File: src/rtl/stopwatch_pkg.sv
// Shared types and 7-segment decode for the BCD stopwatch.
package stopwatch_pkg;

    typedef enum logic [1:0] {
        IDLE = 2'd0,
        UP   = 2'd1,
        DOWN = 2'd2,
        SAT  = 2'd3
    } mode_e;

    typedef enum logic [1:0] {
        BLANK_PRE  = 2'd0,
        ON         = 2'd1,
        BLANK_POST = 2'd2
    } phase_e;

    // Active-low segments, bit 0 = segment a.
    localparam logic [6:0] SEG_0   = 7'h40;
    localparam logic [6:0] SEG_1   = 7'h79;
    localparam logic [6:0] SEG_2   = 7'h24;
    localparam logic [6:0] SEG_3   = 7'h30;
    localparam logic [6:0] SEG_4   = 7'h19;
    localparam logic [6:0] SEG_5   = 7'h12;
    localparam logic [6:0] SEG_6   = 7'h02;
    localparam logic [6:0] SEG_7   = 7'h78;
    localparam logic [6:0] SEG_8   = 7'h00;
    localparam logic [6:0] SEG_9   = 7'h10;
    localparam logic [6:0] SEG_BAD = 7'h3F;

    function automatic logic [6:0] seg_decode(input logic [3:0] d);
        case (d)
            4'd0:    return SEG_0;
            4'd1:    return SEG_1;
            4'd2:    return SEG_2;
            4'd3:    return SEG_3;
            4'd4:    return SEG_4;
            4'd5:    return SEG_5;
            4'd6:    return SEG_6;
            4'd7:    return SEG_7;
            4'd8:    return SEG_8;
            4'd9:    return SEG_9;
            default: return SEG_BAD;
        endcase
    endfunction

endpackage

File: src/rtl/bcd_digit.sv
// One BCD digit with load (clamped to 9), ripple carry/borrow in and out.
module bcd_digit (
    input  logic       clk,
    input  logic       reset_n,
    input  logic       load,
    input  logic [3:0] load_digit,
    input  logic       inc,
    input  logic       dec,
    input  logic       step,
    input  logic       cin,
    output logic [3:0] digit,
    output logic       cout
);

    logic [3:0] d_q;
    logic [3:0] d_d;

    // Carry out does not depend on step, so the top can use the chain end as the
    // saturation detector without a combinational loop.
    assign cout  = cin & ((inc & (d_q == 4'd9)) | (dec & (d_q == 4'd0)));
    assign digit = d_q;

    always_comb begin
        d_d = d_q;
        if (load) begin
            d_d = (load_digit > 4'd9) ? 4'd9 : load_digit;
        end else if (step && cin) begin
            if (inc) begin
                d_d = (d_q == 4'd9) ? 4'd0 : d_q + 4'd1;
            end else if (dec) begin
                d_d = (d_q == 4'd0) ? 4'd9 : d_q - 4'd1;
            end
        end
    end

    always_ff @(posedge clk or negedge reset_n) begin
        if (!reset_n) d_q <= 4'd0;
        else          d_q <= d_d;
    end

endmodule

File: src/rtl/bcd_stopwatch.sv
// BCD up/down stopwatch with prescaler, saturation and multiplexed 7-segment scan.
// Optional lap hold of the displayed frame with `define LAP_HOLD_EN.
module bcd_stopwatch
    import stopwatch_pkg::*;
#(
    parameter int DIGITS    = 4,
    parameter int FREQ_W    = 5,
    parameter int BLANK_CYC = 1024,
    parameter int ON_CYC    = 14336
) (
    input  logic                  clk,
    input  logic                  reset_n,
`ifdef LAP_HOLD_EN
    input  logic                  lap,
`endif
    input  logic                  stop,
    input  logic                  start_up,
    input  logic                  start_down,
    input  logic                  load,
    input  logic [4*DIGITS-1:0]   load_value,
    input  logic [FREQ_W-1:0]     frequency,
    output logic [4*DIGITS-1:0]   count,
    output logic [DIGITS-1:0]     an,
    output logic [6:0]            seg,
    output logic                  dp,
    output logic                  led_up,
    output logic                  led_down,
    output logic                  led_overflow,
    output mode_e                 mode_state,
    output phase_e                scan_phase
);

    localparam int PRE_W   = (1 << FREQ_W) - 1;
    localparam int CYC_MAX = (ON_CYC > BLANK_CYC) ? ON_CYC : BLANK_CYC;
    localparam int CNT_W   = $clog2(CYC_MAX + 1);
    localparam int IDX_W   = (DIGITS > 1) ? $clog2(DIGITS) : 1;

    // Prescaler: terminal value is 2**frequency-1, built as a right-shifted mask.
    logic [PRE_W-1:0] pre_q;
    logic [PRE_W-1:0] pre_term;
    logic             tick;
    logic             cmd_any;

    assign pre_term = {PRE_W{1'b1}} >> (PRE_W - int'(frequency));
    assign tick     = (pre_q == pre_term);
    assign cmd_any  = stop | load | start_up | start_down;

    always_ff @(posedge clk or negedge reset_n) begin
        if (!reset_n)               pre_q <= '0;
        else if (cmd_any || tick)   pre_q <= '0;
        else                        pre_q <= pre_q + PRE_W'(1);
    end

    // Mode FSM
    mode_e state_q, state_d;
    logic  ovf_q, ovf_d;
    logic  led_up_q, led_down_q;
    logic  do_load, do_step;
    logic  wrap;
    logic [DIGITS:0] carry;

    assign wrap = carry[DIGITS];

    always_comb begin
        state_d = state_q;
        ovf_d   = ovf_q;
        do_load = 1'b0;
        do_step = 1'b0;
        if (stop) begin
            state_d = IDLE;
        end else if (load) begin
            do_load = 1'b1;
            state_d = IDLE;
            ovf_d   = 1'b0;
        end else if (start_up) begin
            state_d = UP;
            ovf_d   = 1'b0;
        end else if (start_down) begin
            state_d = DOWN;
            ovf_d   = 1'b0;
        end else if (tick && (state_q == UP || state_q == DOWN)) begin
            if (wrap) begin
                state_d = SAT;
                ovf_d   = 1'b1;
            end else begin
                do_step = 1'b1;
            end
        end
    end

    always_ff @(posedge clk or negedge reset_n) begin
        if (!reset_n) begin
            state_q    <= IDLE;
            ovf_q      <= 1'b0;
            led_up_q   <= 1'b0;
            led_down_q <= 1'b0;
        end else begin
            state_q    <= state_d;
            ovf_q      <= ovf_d;
            led_up_q   <= (state_d == UP);
            led_down_q <= (state_d == DOWN);
        end
    end

    assign led_up       = led_up_q;
    assign led_down     = led_down_q;
    assign led_overflow = ovf_q;
    assign mode_state   = state_q;

    // Digit chain; carry[DIGITS] is set when every digit would wrap.
    assign carry[0] = 1'b1;

    for (genvar g = 0; g < DIGITS; g++) begin : g_digit
        bcd_digit u_digit (
            .clk        (clk),
            .reset_n    (reset_n),
            .load       (do_load),
            .load_digit (load_value[4*g +: 4]),
            .inc        (state_q == UP),
            .dec        (state_q == DOWN),
            .step       (do_step),
            .cin        (carry[g]),
            .digit      (count[4*g +: 4]),
            .cout       (carry[g+1])
        );
    end

`ifdef LAP_HOLD_EN
    logic lap_q;
    logic hold;

    always_ff @(posedge clk or negedge reset_n) begin
        if (!reset_n) begin
            lap_q <= 1'b0;
            hold  <= 1'b0;
        end else begin
            lap_q <= lap;
            if (lap && !lap_q) hold <= ~hold;
        end
    end
`else
    logic hold;
    assign hold = 1'b0;
`endif

    // Display scan FSM
    phase_e              phase_q, phase_d;
    logic [CNT_W-1:0]    cnt_q, cnt_d;
    logic [IDX_W-1:0]    idx_q, idx_d;
    logic [4*DIGITS-1:0] frame_q, frame_d;

    always_comb begin
        phase_d = phase_q;
        cnt_d   = cnt_q + CNT_W'(1);
        idx_d   = idx_q;
        frame_d = frame_q;
        case (phase_q)
            BLANK_PRE: begin
                if (cnt_q == CNT_W'(BLANK_CYC - 1)) begin
                    phase_d = ON;
                    cnt_d   = '0;
                end
            end
            ON: begin
                if (cnt_q == CNT_W'(ON_CYC - 1)) begin
                    phase_d = BLANK_POST;
                    cnt_d   = '0;
                end
            end
            BLANK_POST: begin
                if (cnt_q == CNT_W'(BLANK_CYC - 1)) begin
                    phase_d = BLANK_PRE;
                    cnt_d   = '0;
                    if (idx_q == IDX_W'(DIGITS - 1)) begin
                        idx_d = '0;
                        if (!hold) frame_d = count;
                    end else begin
                        idx_d = idx_q + IDX_W'(1);
                    end
                end
            end
            default: begin
                phase_d = BLANK_PRE;
                cnt_d   = '0;
            end
        endcase
    end

    always_ff @(posedge clk or negedge reset_n) begin
        if (!reset_n) begin
            phase_q <= BLANK_PRE;
            cnt_q   <= '0;
            idx_q   <= '0;
            frame_q <= '0;
        end else begin
            phase_q <= phase_d;
            cnt_q   <= cnt_d;
            idx_q   <= idx_d;
            frame_q <= frame_d;
        end
    end

    assign an         = (phase_q == ON) ? ~(DIGITS'(1) << idx_q) : '1;
    assign seg        = seg_decode(frame_q[4*idx_q +: 4]);
    assign dp         = 1'b1;
    assign scan_phase = phase_q;

endmodule
File: config.mk
export PLATFORM = sky130hd
export DESIGN_NAME = bcd_stopwatch
export DESIGN_NICKNAME = d
export VERILOG_FILES = /design/src/rtl/stopwatch_pkg.sv /design/src/rtl/bcd_digit.sv /design/src/rtl/bcd_stopwatch.sv
export SDC_FILE = /design/constraint.sdc
export NUM_CORES = 1
export LEC_CHECK = 0
export ABC_AREA = 1
export CAP_MARGIN = 30
export CORE_MARGIN = 5
export CORE_UTILIZATION = 50
export CTS_BUF_LIST = sky130_fd_sc_hd__clkbuf_8
export DETAILED_ROUTE_END_ITERATION = 16
export HOLD_SLACK_MARGIN = 0.03
export PLACE_DENSITY = 0.73
export SYNTH_ARGS = -nofsm -noshare
export SYNTH_HDL_FRONTEND = slang
export SYNTH_SLANG_ARGS = --single-unit
File: constraint.sdc
create_clock -name clk -period 4 [get_ports clk]
set_clock_uncertainty 0.15 [all_clocks]
set_input_delay 0.4 -clock clk [delete_from_list [all_inputs] [get_ports clk]]
set_output_delay 0.4 -clock clk [all_outputs]
set_load 0.02 [all_outputs]
==> impl_metrics.xml, run 1 <==
<?xml version="1.0" encoding="UTF-8"?>
<metrics>
  <group name="synth">
    <metric name="ys_top_cells_by_area" unit="">dfrtp_1, nand2_1, nand3_1</metric>
    <metric name="synth_edf_count" unit="">0</metric>
    <metric name="synth_fp_nets" unit="">872</metric>
    <metric name="synth_area_leader_cell" unit="">dfrtp_1</metric>
    <metric name="synthTopCellsByCount" unit="">nand2_1, nor2_1, inv_1, dfrtp_1, nand3_1</metric>
    <metric name="postSynthRegisterBits" unit="">86</metric>
    <metric name="asr_flop_ratio_synth" unit="">1.00</metric>
    <metric name="synth.yosys.warnings" unit="">0</metric>
    <metric name="synth.lib_cells_used.distinct" unit="">47</metric>
    <metric name="seq_area_frac_synth" unit="">0.368</metric>
    <metric name="post_synth_instance_area" unit="um^2">5850</metric>
    <metric name="synth.most_common_cell" unit="">nand2_1</metric>
    <metric name="syn_area_per_cell" unit="um^2">7.03</metric>
    <metric name="synthesis.instances" unit="">832</metric>
    <metric name="synth.top_cell.area_share" unit="">0.368</metric>
    <metric name="synthFlopType" unit="">dfrtp_1</metric>
  </group>
  <group name="global_route">
    <metric name="globalRouteTotalUtil" unit="">0.212</metric>
    <metric name="globalRoute.totalOverflow" unit="">0</metric>
    <metric name="initial_antenna_violation_count" unit="">0</metric>
    <metric name="grt_pass1_wl" unit="um">25000</metric>
    <metric name="grt_start_max_net_pins" unit="">65</metric>
    <metric name="first_global_vias" unit="">5383</metric>
  </group>
  <group name="clock_network">
    <metric name="clock-sinks" unit="">86</metric>
    <metric name="clock_tree.buffer_depth" unit="">2</metric>
    <metric name="clk-insertion-delay-late" unit="ns">0.37</metric>
    <metric name="tritoncts.num_buffers" unit="">9</metric>
    <metric name="post_cts_resize_count" unit="">0</metric>
    <metric name="ctsRootBufferMaster" unit="">clkbuf_8</metric>
    <metric name="post_cts.repair.setup_buffers" unit="">0</metric>
    <metric name="cts.hold.buffers_added" unit="">1</metric>
    <metric name="htree_levels" unit="">3</metric>
    <metric name="cts_tree" unit="">yes</metric>
    <metric name="clkSlewWorstSetupHoldPaths" unit="ns">0.09</metric>
  </group>
  <group name="place">
    <metric name="place_congestion" unit="">0.936</metric>
    <metric name="dp_hpwl" unit="um">11300</metric>
    <metric name="buffer_ports.inserted" unit="">60</metric>
  </group>
  <group name="floorplan">
    <metric name="top_level_ports" unit="">62</metric>
    <metric name="die-area" unit="um^2">14000</metric>
    <metric name="coreArea" unit="um^2">11500</metric>
    <metric name="chipHeight" unit="um">118</metric>
    <metric name="floorplan.initialDensity" unit="">0.510</metric>
    <metric name="floorplan.die.width" unit="um">118</metric>
    <metric name="std_cell_rows" unit="">39</metric>
  </group>
  <group name="critical_path">
    <metric name="worst-endpoint-arrival" unit="ns">3.00</metric>
    <metric name="timing.critical_path.slowest_cell_delay" unit="ns">0.63</metric>
    <metric name="cp_required" unit="ns">3.45</metric>
    <metric name="worst-setup-path-type" unit="">reg2out</metric>
    <metric name="timing.critical_path.fanout_max" unit="">13</metric>
    <metric name="cpLargestDelayFamily" unit="">buffers and inverters</metric>
    <metric name="worst_setup_path_end_kind" unit="">primary output</metric>
    <metric name="timing.critical_path.from_type" unit="">register</metric>
    <metric name="worst_path_max_delay_cell" unit="">clkdlybuf4s50_1</metric>
    <metric name="path_cells" unit="">clkinv_1 &gt; nand2_1 &gt; a32oi_1 &gt; inv_1 &gt; ha_1 &gt; nand2_1 &gt; inv_1 &gt; o21ai_0 &gt; clkdlybuf4s50_1</metric>
    <metric name="worst-path-buf-inv" unit="">4</metric>
  </group>
  <group name="drt">
    <metric name="wl_per_cell" unit="um">14.2</metric>
    <metric name="drt_first_pass_iters" unit="">7</metric>
    <metric name="drt_drc_violations_left" unit="">0</metric>
    <metric name="detail_route.wirelength" unit="um">14700</metric>
    <metric name="drt_iter0_drc" unit="">416</metric>
    <metric name="vias_per_cell" unit="">5.43</metric>
    <metric name="route.vias.total" unit="">5621</metric>
    <metric name="drtAntennaViolNets" unit="">0</metric>
  </group>
  <group name="timing">
    <metric name="achievable-frequency" unit="MHz">282</metric>
    <metric name="fin_tns_setup" unit="ns">0</metric>
    <metric name="rsz_0062_raised_after_global_routing" unit="">no</metric>
    <metric name="report.final.setup_viol" unit="">0</metric>
    <metric name="final_max_slew_viol_count" unit="">0</metric>
    <metric name="period_minus_slack" unit="ns">3.55</metric>
    <metric name="timing.max_slew.rel_slack" unit="">0.404</metric>
    <metric name="finalHoldViolCount" unit="">0</metric>
    <metric name="post-route-period-util" unit="">0.887</metric>
    <metric name="least_margin_pin_slew" unit="ns">0.894</metric>
  </group>
  <group name="layout">
    <metric name="multi_input_comb_area" unit="um^2">3200</metric>
    <metric name="sequential_cell_area" unit="um^2">2150</metric>
    <metric name="antennaDiodeCount" unit="">0</metric>
    <metric name="areaGrowthSynthToFinish" unit="%">15.7</metric>
    <metric name="drive_above_1_share" unit="">0.0560</metric>
    <metric name="layout_net_count" unit="">930</metric>
    <metric name="fill_cells" unit="">1053</metric>
  </group>
  <group name="run_status">
    <metric name="outcome" unit="">complete, no violations</metric>
  </group>
  <group name="power">
    <metric name="max-vdd-ir-drop" unit="mV">0.309</metric>
    <metric name="p_total" unit="mW">2.25</metric>
    <metric name="power.density" unit="nW/um^2">332</metric>
    <metric name="power.leakage" unit="nW">3.09</metric>
  </group>
  <group name="worst_hold_path">
    <metric name="min_path_type" unit="">reg2reg</metric>
  </group>
  <group name="job">
    <metric name="max_cap_violations" unit="">0</metric>
  </group>
</metrics>
-- final timing paths --
check | startpoint | to | slack [ns] | depth (start not counted)
setup / recovery | idx_q[0] | seg[3] | 0.45 | 9
hold / removal | cnt_q[0] | cnt_q[0] | 0.32 | 1
setup reg to reg | pre_q[1] | pre_q[28] | 1.15 | 11
hold reg to reg | cnt_q[0] | cnt_q[0] | 0.32 | 1
max in group asynchronous | reset_n | pre_q[22] | 2.34 | 3
min in group asynchronous | reset_n | led_down | 0.52 | 2
-- metrics by stage --
stage	instance area (um^2)	hold WS, ns	util	cells	setup WS, ns
finish	6770	0.321	0.590	1036	0.452
global placement	6550	0.298	0.571	1021	0.732
floorplan	5850	-0.0456	-	832	1.37
CTS	6770	0.329	0.590	1036	0.446
global route	6770	0.343	0.590	1036	0.263
detailed placement	6550	0.315	0.571	1021	0.693
-- layer usage --
layer  track usage  part of all wire  routed length, um
met3        0.0358             0.059                870
met2         0.338              0.45               6660
met1         0.294              0.47               6990
met5             0                 0                  0
met4        0.0695             0.015                214
-- layout make-up --
cell class                      count  area share
Multi-Input combinational cell    627       0.473
Sequential cell                    86       0.318
Timing Repair Buffer               68      0.0976
Inverter                           98      0.0543
Tap cell                          143      0.0264
Clock buffer                       10      0.0203
Clock inverter                      4      0.0107
-- cell families after synthesis --
group / count (synthesis) / synth area share
AND/OR/NAND/NOR: 472 / 0.361
buffers and inverters: 119 / 0.0849
AO/OA/AOI/OAI: 108 / 0.107
flip-flops: 86 / 0.368
XOR/XNOR: 29 / 0.0434
adder cells (fa/ha/maj): 13 / 0.0278
multiplexers: 4 / 0.00770
other: 1 / 0.000641
-- where the power goes --
group	internal [mW]	switching (mW)	total, mW
Sequential	0.913	0.0769	0.990
Clock	0.362	0.312	0.674
Combinational	0.231	0.353	0.584
Total	1.51	0.742	2.25
-- registers in the layout, summed over array words and instances (netlist names), 2 cells and up --
signal,flops
mode_state,2
idx_q,2
pre_q,31
g_digit.u_digit.digit,16
cnt_q,14
scan_phase,2
frame_q,16
-- layout by cell type, fill, tap and decap left out, types with 5 or more instances in the layout --
master,netlist,routed
nand2_1,221,221
nor2_1,101,101
inv_1,95,96
dfrtp_1,86,86
nand3_1,82,82
clkdlybuf4s50_1,0,59
o21ai_0,50,50
a21oi_1,26,26
xor2_1,25,25
nor3_1,16,16
ha_1,13,13
nand4_1,10,10
clkbuf_8,0,10
nor4_1,9,9
buf_4,8,8
nor3b_2,6,6
o22ai_1,5,5
nor3_2,5,5
(Power assumes the default switching activity.)
==> inputs of run 2 (changes only) <==
ABC_AREA = 0   (was 1)
PLACE_DENSITY = 0.8   (was 0.73)
==> run 2 against run 1 <==
Against the previous run: global-route usage rose by 1.2 points; non-clock buffer count rose by 13; largest cell class unchanged; sequential share of layout area fell by 0.35 points; design area rose by 1.1%; critical path type is now in2reg; count of clock-buffer cells in the layout did not move; sequential cell count did not move.
==> impl_metrics.xml, run 2 <==
<?xml version="1.0" encoding="UTF-8"?>
<metrics>
  <group name="drt">
    <metric name="drt_drc_violations_left" unit="">0</metric>
    <metric name="drtAntennaViolNets" unit="">0</metric>
    <metric name="drt_iter0_drc" unit="">517</metric>
    <metric name="route.vias.total" unit="">5353</metric>
    <metric name="detail_route.wirelength" unit="um">15700</metric>
    <metric name="vias_per_cell" unit="">6.01</metric>
    <metric name="drt_first_pass_iters" unit="">5</metric>
    <metric name="wl_per_cell" unit="um">17.6</metric>
  </group>
  <group name="critical_path">
    <metric name="critical_path.reg2reg.startpoint" unit="">mode_state[1]</metric>
    <metric name="worst_setup_path_end_kind" unit="">register</metric>
    <metric name="rr_endpoint" unit="">g_digit[3].u_digit.digit[3]</metric>
    <metric name="worst-r2r-setup-slack" unit="ns">0.63</metric>
    <metric name="path_cells" unit="">clkdlybuf4s50_1 &gt; buf_4 &gt; o21ai_1 &gt; o22ai_1 &gt; a2111oi_1 &gt; nand4b_1 &gt; nor4_4 &gt; nand3_2 &gt; and3_1 &gt; or3_1</metric>
    <metric name="cpLargestDelayFamily" unit="">simple AND/OR/NAND/NOR gates</metric>
    <metric name="timing.critical_path.fanout_max" unit="">9</metric>
    <metric name="timing.critical_path.slowest_cell_delay" unit="ns">0.57</metric>
    <metric name="cp_required" unit="ns">4.11</metric>
    <metric name="worst-setup-path-type" unit="">in2reg</metric>
    <metric name="worst-path-buf-inv" unit="">2</metric>
    <metric name="ff2ff_path_depth" unit="">11</metric>
    <metric name="worst_path_max_delay_cell" unit="">clkdlybuf4s50_1</metric>
    <metric name="worst-endpoint-arrival" unit="ns">3.64</metric>
    <metric name="timing.critical_path.from_type" unit="">input port</metric>
  </group>
  <group name="place">
    <metric name="buffer_ports.inserted" unit="">60</metric>
    <metric name="dp_hpwl" unit="um">11500</metric>
    <metric name="place_congestion" unit="">0.987</metric>
    <metric name="cell_total_after_placement" unit="">874</metric>
  </group>
  <group name="synth">
    <metric name="synth_edf_count" unit="">0</metric>
    <metric name="synth.top_cell.area_share" unit="">0.366</metric>
    <metric name="ys_top_cells_by_area" unit="">dfrtp_1, nor2_1, xor2_1</metric>
    <metric name="asr_flop_ratio_synth" unit="">1.00</metric>
    <metric name="synth.most_common_cell" unit="">nor2_1</metric>
    <metric name="synthTopCellsByCount" unit="">nor2_1, dfrtp_1, nand2_1, nand3_1, a21oi_1</metric>
    <metric name="synth_fp_nets" unit="">740</metric>
    <metric name="synth.lib_cells_used.distinct" unit="">72</metric>
    <metric name="synth.yosys.warnings" unit="">0</metric>
    <metric name="seq_area_frac_synth" unit="">0.366</metric>
    <metric name="synthFlopType" unit="">dfrtp_1</metric>
    <metric name="post_synth_instance_area" unit="um^2">5880</metric>
    <metric name="synth_area_leader_cell" unit="">dfrtp_1</metric>
    <metric name="synthesis.instances" unit="">700</metric>
    <metric name="syn_area_per_cell" unit="um^2">8.39</metric>
    <metric name="postSynthRegisterBits" unit="">86</metric>
  </group>
  <group name="global_route">
    <metric name="globalRouteTotalUtil" unit="">0.224</metric>
    <metric name="grt_start_max_net_pins" unit="">69</metric>
    <metric name="grt_pass1_wl" unit="um">26000</metric>
    <metric name="globalRoute.totalOverflow" unit="">0</metric>
    <metric name="initial_antenna_violation_count" unit="">0</metric>
    <metric name="first_global_vias" unit="">5182</metric>
  </group>
  <group name="floorplan">
    <metric name="floorplan.die.width" unit="um">118</metric>
    <metric name="floorplan.initialDensity" unit="">0.512</metric>
    <metric name="coreArea" unit="um^2">11500</metric>
    <metric name="chipHeight" unit="um">118</metric>
    <metric name="top_level_ports" unit="">62</metric>
    <metric name="std_cell_rows" unit="">39</metric>
    <metric name="die-area" unit="um^2">14000</metric>
  </group>
  <group name="layout">
    <metric name="areaGrowthSynthToFinish" unit="%">16.5</metric>
    <metric name="most-common-layout-cells" unit="">nor2_1, dfrtp_1, clkdlybuf4s50_1</metric>
    <metric name="max_flop_register" unit="">pre_q</metric>
    <metric name="layout_net_count" unit="">783</metric>
    <metric name="antennaDiodeCount" unit="">0</metric>
    <metric name="final_cells" unit="">891</metric>
    <metric name="finish.utilization" unit="">0.597</metric>
    <metric name="largest_register_ffs" unit="">31</metric>
    <metric name="drive_above_1_share" unit="">0.0842</metric>
    <metric name="mostFrequentLayoutCell" unit="">nor2_1</metric>
  </group>
  <group name="worst_hold_path">
    <metric name="timing.hold.worst_path_depth" unit="">2</metric>
    <metric name="hold_start" unit="">frame_q[14]</metric>
    <metric name="min_path_type" unit="">reg2reg</metric>
    <metric name="hold_path_end" unit="">frame_q[14]</metric>
  </group>
  <group name="timing">
    <metric name="achievable-frequency" unit="MHz">283</metric>
    <metric name="fin_tns_setup" unit="ns">0</metric>
    <metric name="final.hold.worst_slack" unit="ns">0.342</metric>
    <metric name="post-route-period-util" unit="">0.884</metric>
    <metric name="report.final.setup_viol" unit="">0</metric>
    <metric name="rsz_0062_raised_after_global_routing" unit="">no</metric>
    <metric name="finalHoldViolCount" unit="">0</metric>
    <metric name="least_margin_pin_slew" unit="ns">0.925</metric>
    <metric name="period_minus_slack" unit="ns">3.54</metric>
    <metric name="timing.max_slew.rel_slack" unit="">0.383</metric>
    <metric name="final_max_slew_viol_count" unit="">0</metric>
  </group>
  <group name="clock_network">
    <metric name="cts_tree" unit="">yes</metric>
    <metric name="clock-sinks" unit="">86</metric>
    <metric name="post_cts.repair.setup_buffers" unit="">0</metric>
    <metric name="clkSlewWorstSetupHoldPaths" unit="ns">0.09</metric>
    <metric name="htree_levels" unit="">3</metric>
    <metric name="clk-insertion-delay-late" unit="ns">0.38</metric>
    <metric name="clock_tree.buffer_depth" unit="">2</metric>
    <metric name="ctsRootBufferMaster" unit="">clkbuf_8</metric>
    <metric name="tritoncts.num_buffers" unit="">9</metric>
  </group>
  <group name="power">
    <metric name="power.density" unit="nW/um^2">291</metric>
    <metric name="power_frac_comb" unit="">0.160</metric>
    <metric name="power.internal" unit="mW">1.41</metric>
    <metric name="clock_power_share" unit="">0.361</metric>
    <metric name="p_sw" unit="mW">0.588</metric>
    <metric name="max-vdd-ir-drop" unit="mV">0.213</metric>
    <metric name="power.leakage" unit="nW">2.85</metric>
    <metric name="p_total" unit="mW">1.99</metric>
    <metric name="switching_share" unit="">0.295</metric>
    <metric name="pwr-share-seq" unit="">0.479</metric>
  </group>
  <group name="run_status">
    <metric name="outcome" unit="">complete, no violations</metric>
  </group>
  <group name="job">
    <metric name="max_cap_violations" unit="">0</metric>
  </group>
</metrics>
## run 2: changes by cell type after synthesis, sizes merged, moves of 13 or more
cell and delta:
o21ai -13, nand3 -40, xnor2 +18, and3 +14, clkbuf +28, or3 +13
nand2 -176, inv -70, a21oi +15
## run 2: tightest hold or removal path, cell delays in order (launching register included)
cell	delay [ns]
dfrtp_1	0.35
nand2_1	0.05
o21ai_0	0.06
## run 2: worst max path at each step
stage                        startpoint                          end  slack, ns  cells after the start
after detailed placement   frequency[1]  g_digit[1].u_digit.digit[1]       0.18                     10
final                      frequency[1]  g_digit[1].u_digit.digit[1]       0.46                     10
after global routing       frequency[3]  g_digit[3].u_digit.digit[3]       0.35                      9
after CTS                      idx_q[0]                       seg[0]       0.55                      8
after floorplan           mode_state[0]  g_digit[1].u_digit.digit[1]       1.07                     10
after global placement     frequency[1]  g_digit[1].u_digit.digit[1]       0.22                     10
## run 2: area by class of cell
cell class	count	area, um^2
Tap cell	143	179
Multi-Input combinational cell	539	3420
Timing Repair Buffer	81	771
Inverter	26	97.6
Clock buffer	10	138
Clock inverter	6	91.3
Sequential cell	86	2150
Fill cell	1005	4620
## run 2: power groups by stage
stage	sequential (mW)	clock [mW]	combinational [mW]
after global placement	0.967	0	0.311
final	0.955	0.720	0.319
after floorplan	0.949	0	0.192
after CTS	0.952	0.734	0.318
after detailed placement	0.969	0	0.316
after global routing	0.960	0.772	0.350
## run 2: cell families (layout without fill, tap and decap cells)
| kind of cell | after synthesis | after routing | synth area share |
|---|---|---|---|
| AOI/OAI and AO/OA | 141 | 141 | 0.153 |
| adders and majority gates | 13 | 13 | 0.0277 |
| and+or+nand+nor | 311 | 311 | 0.274 |
| xor gates and xnor gates | 47 | 47 | 0.0701 |
| muxes | 26 | 26 | 0.0558 |
| other | 1 | 1 | 0.000638 |
| DFF | 86 | 86 | 0.366 |
| buffers and inverters | 75 | 123 | 0.0520 |
## run 2: layer usage
metal	wire, um	track usage
met1	7640	0.328
met2	6940	0.340
met3	818	0.0396
met4	304	0.0695
met5	0	0
## run 2: repair_timing
action | in CTS | in global routing
hold buffers | 1 | 0
gates resized for setup | 0 | 0
endpoints found under the hold margin | 67 | 0
## run 2: through the flow
step	setup slack, ns	cell area [um^2]
global placement	0.218	6610
finish	0.465	6850
CTS	0.550	6850
floorplan	1.07	5880
detailed placement	0.177	6610
global route	0.352	6850
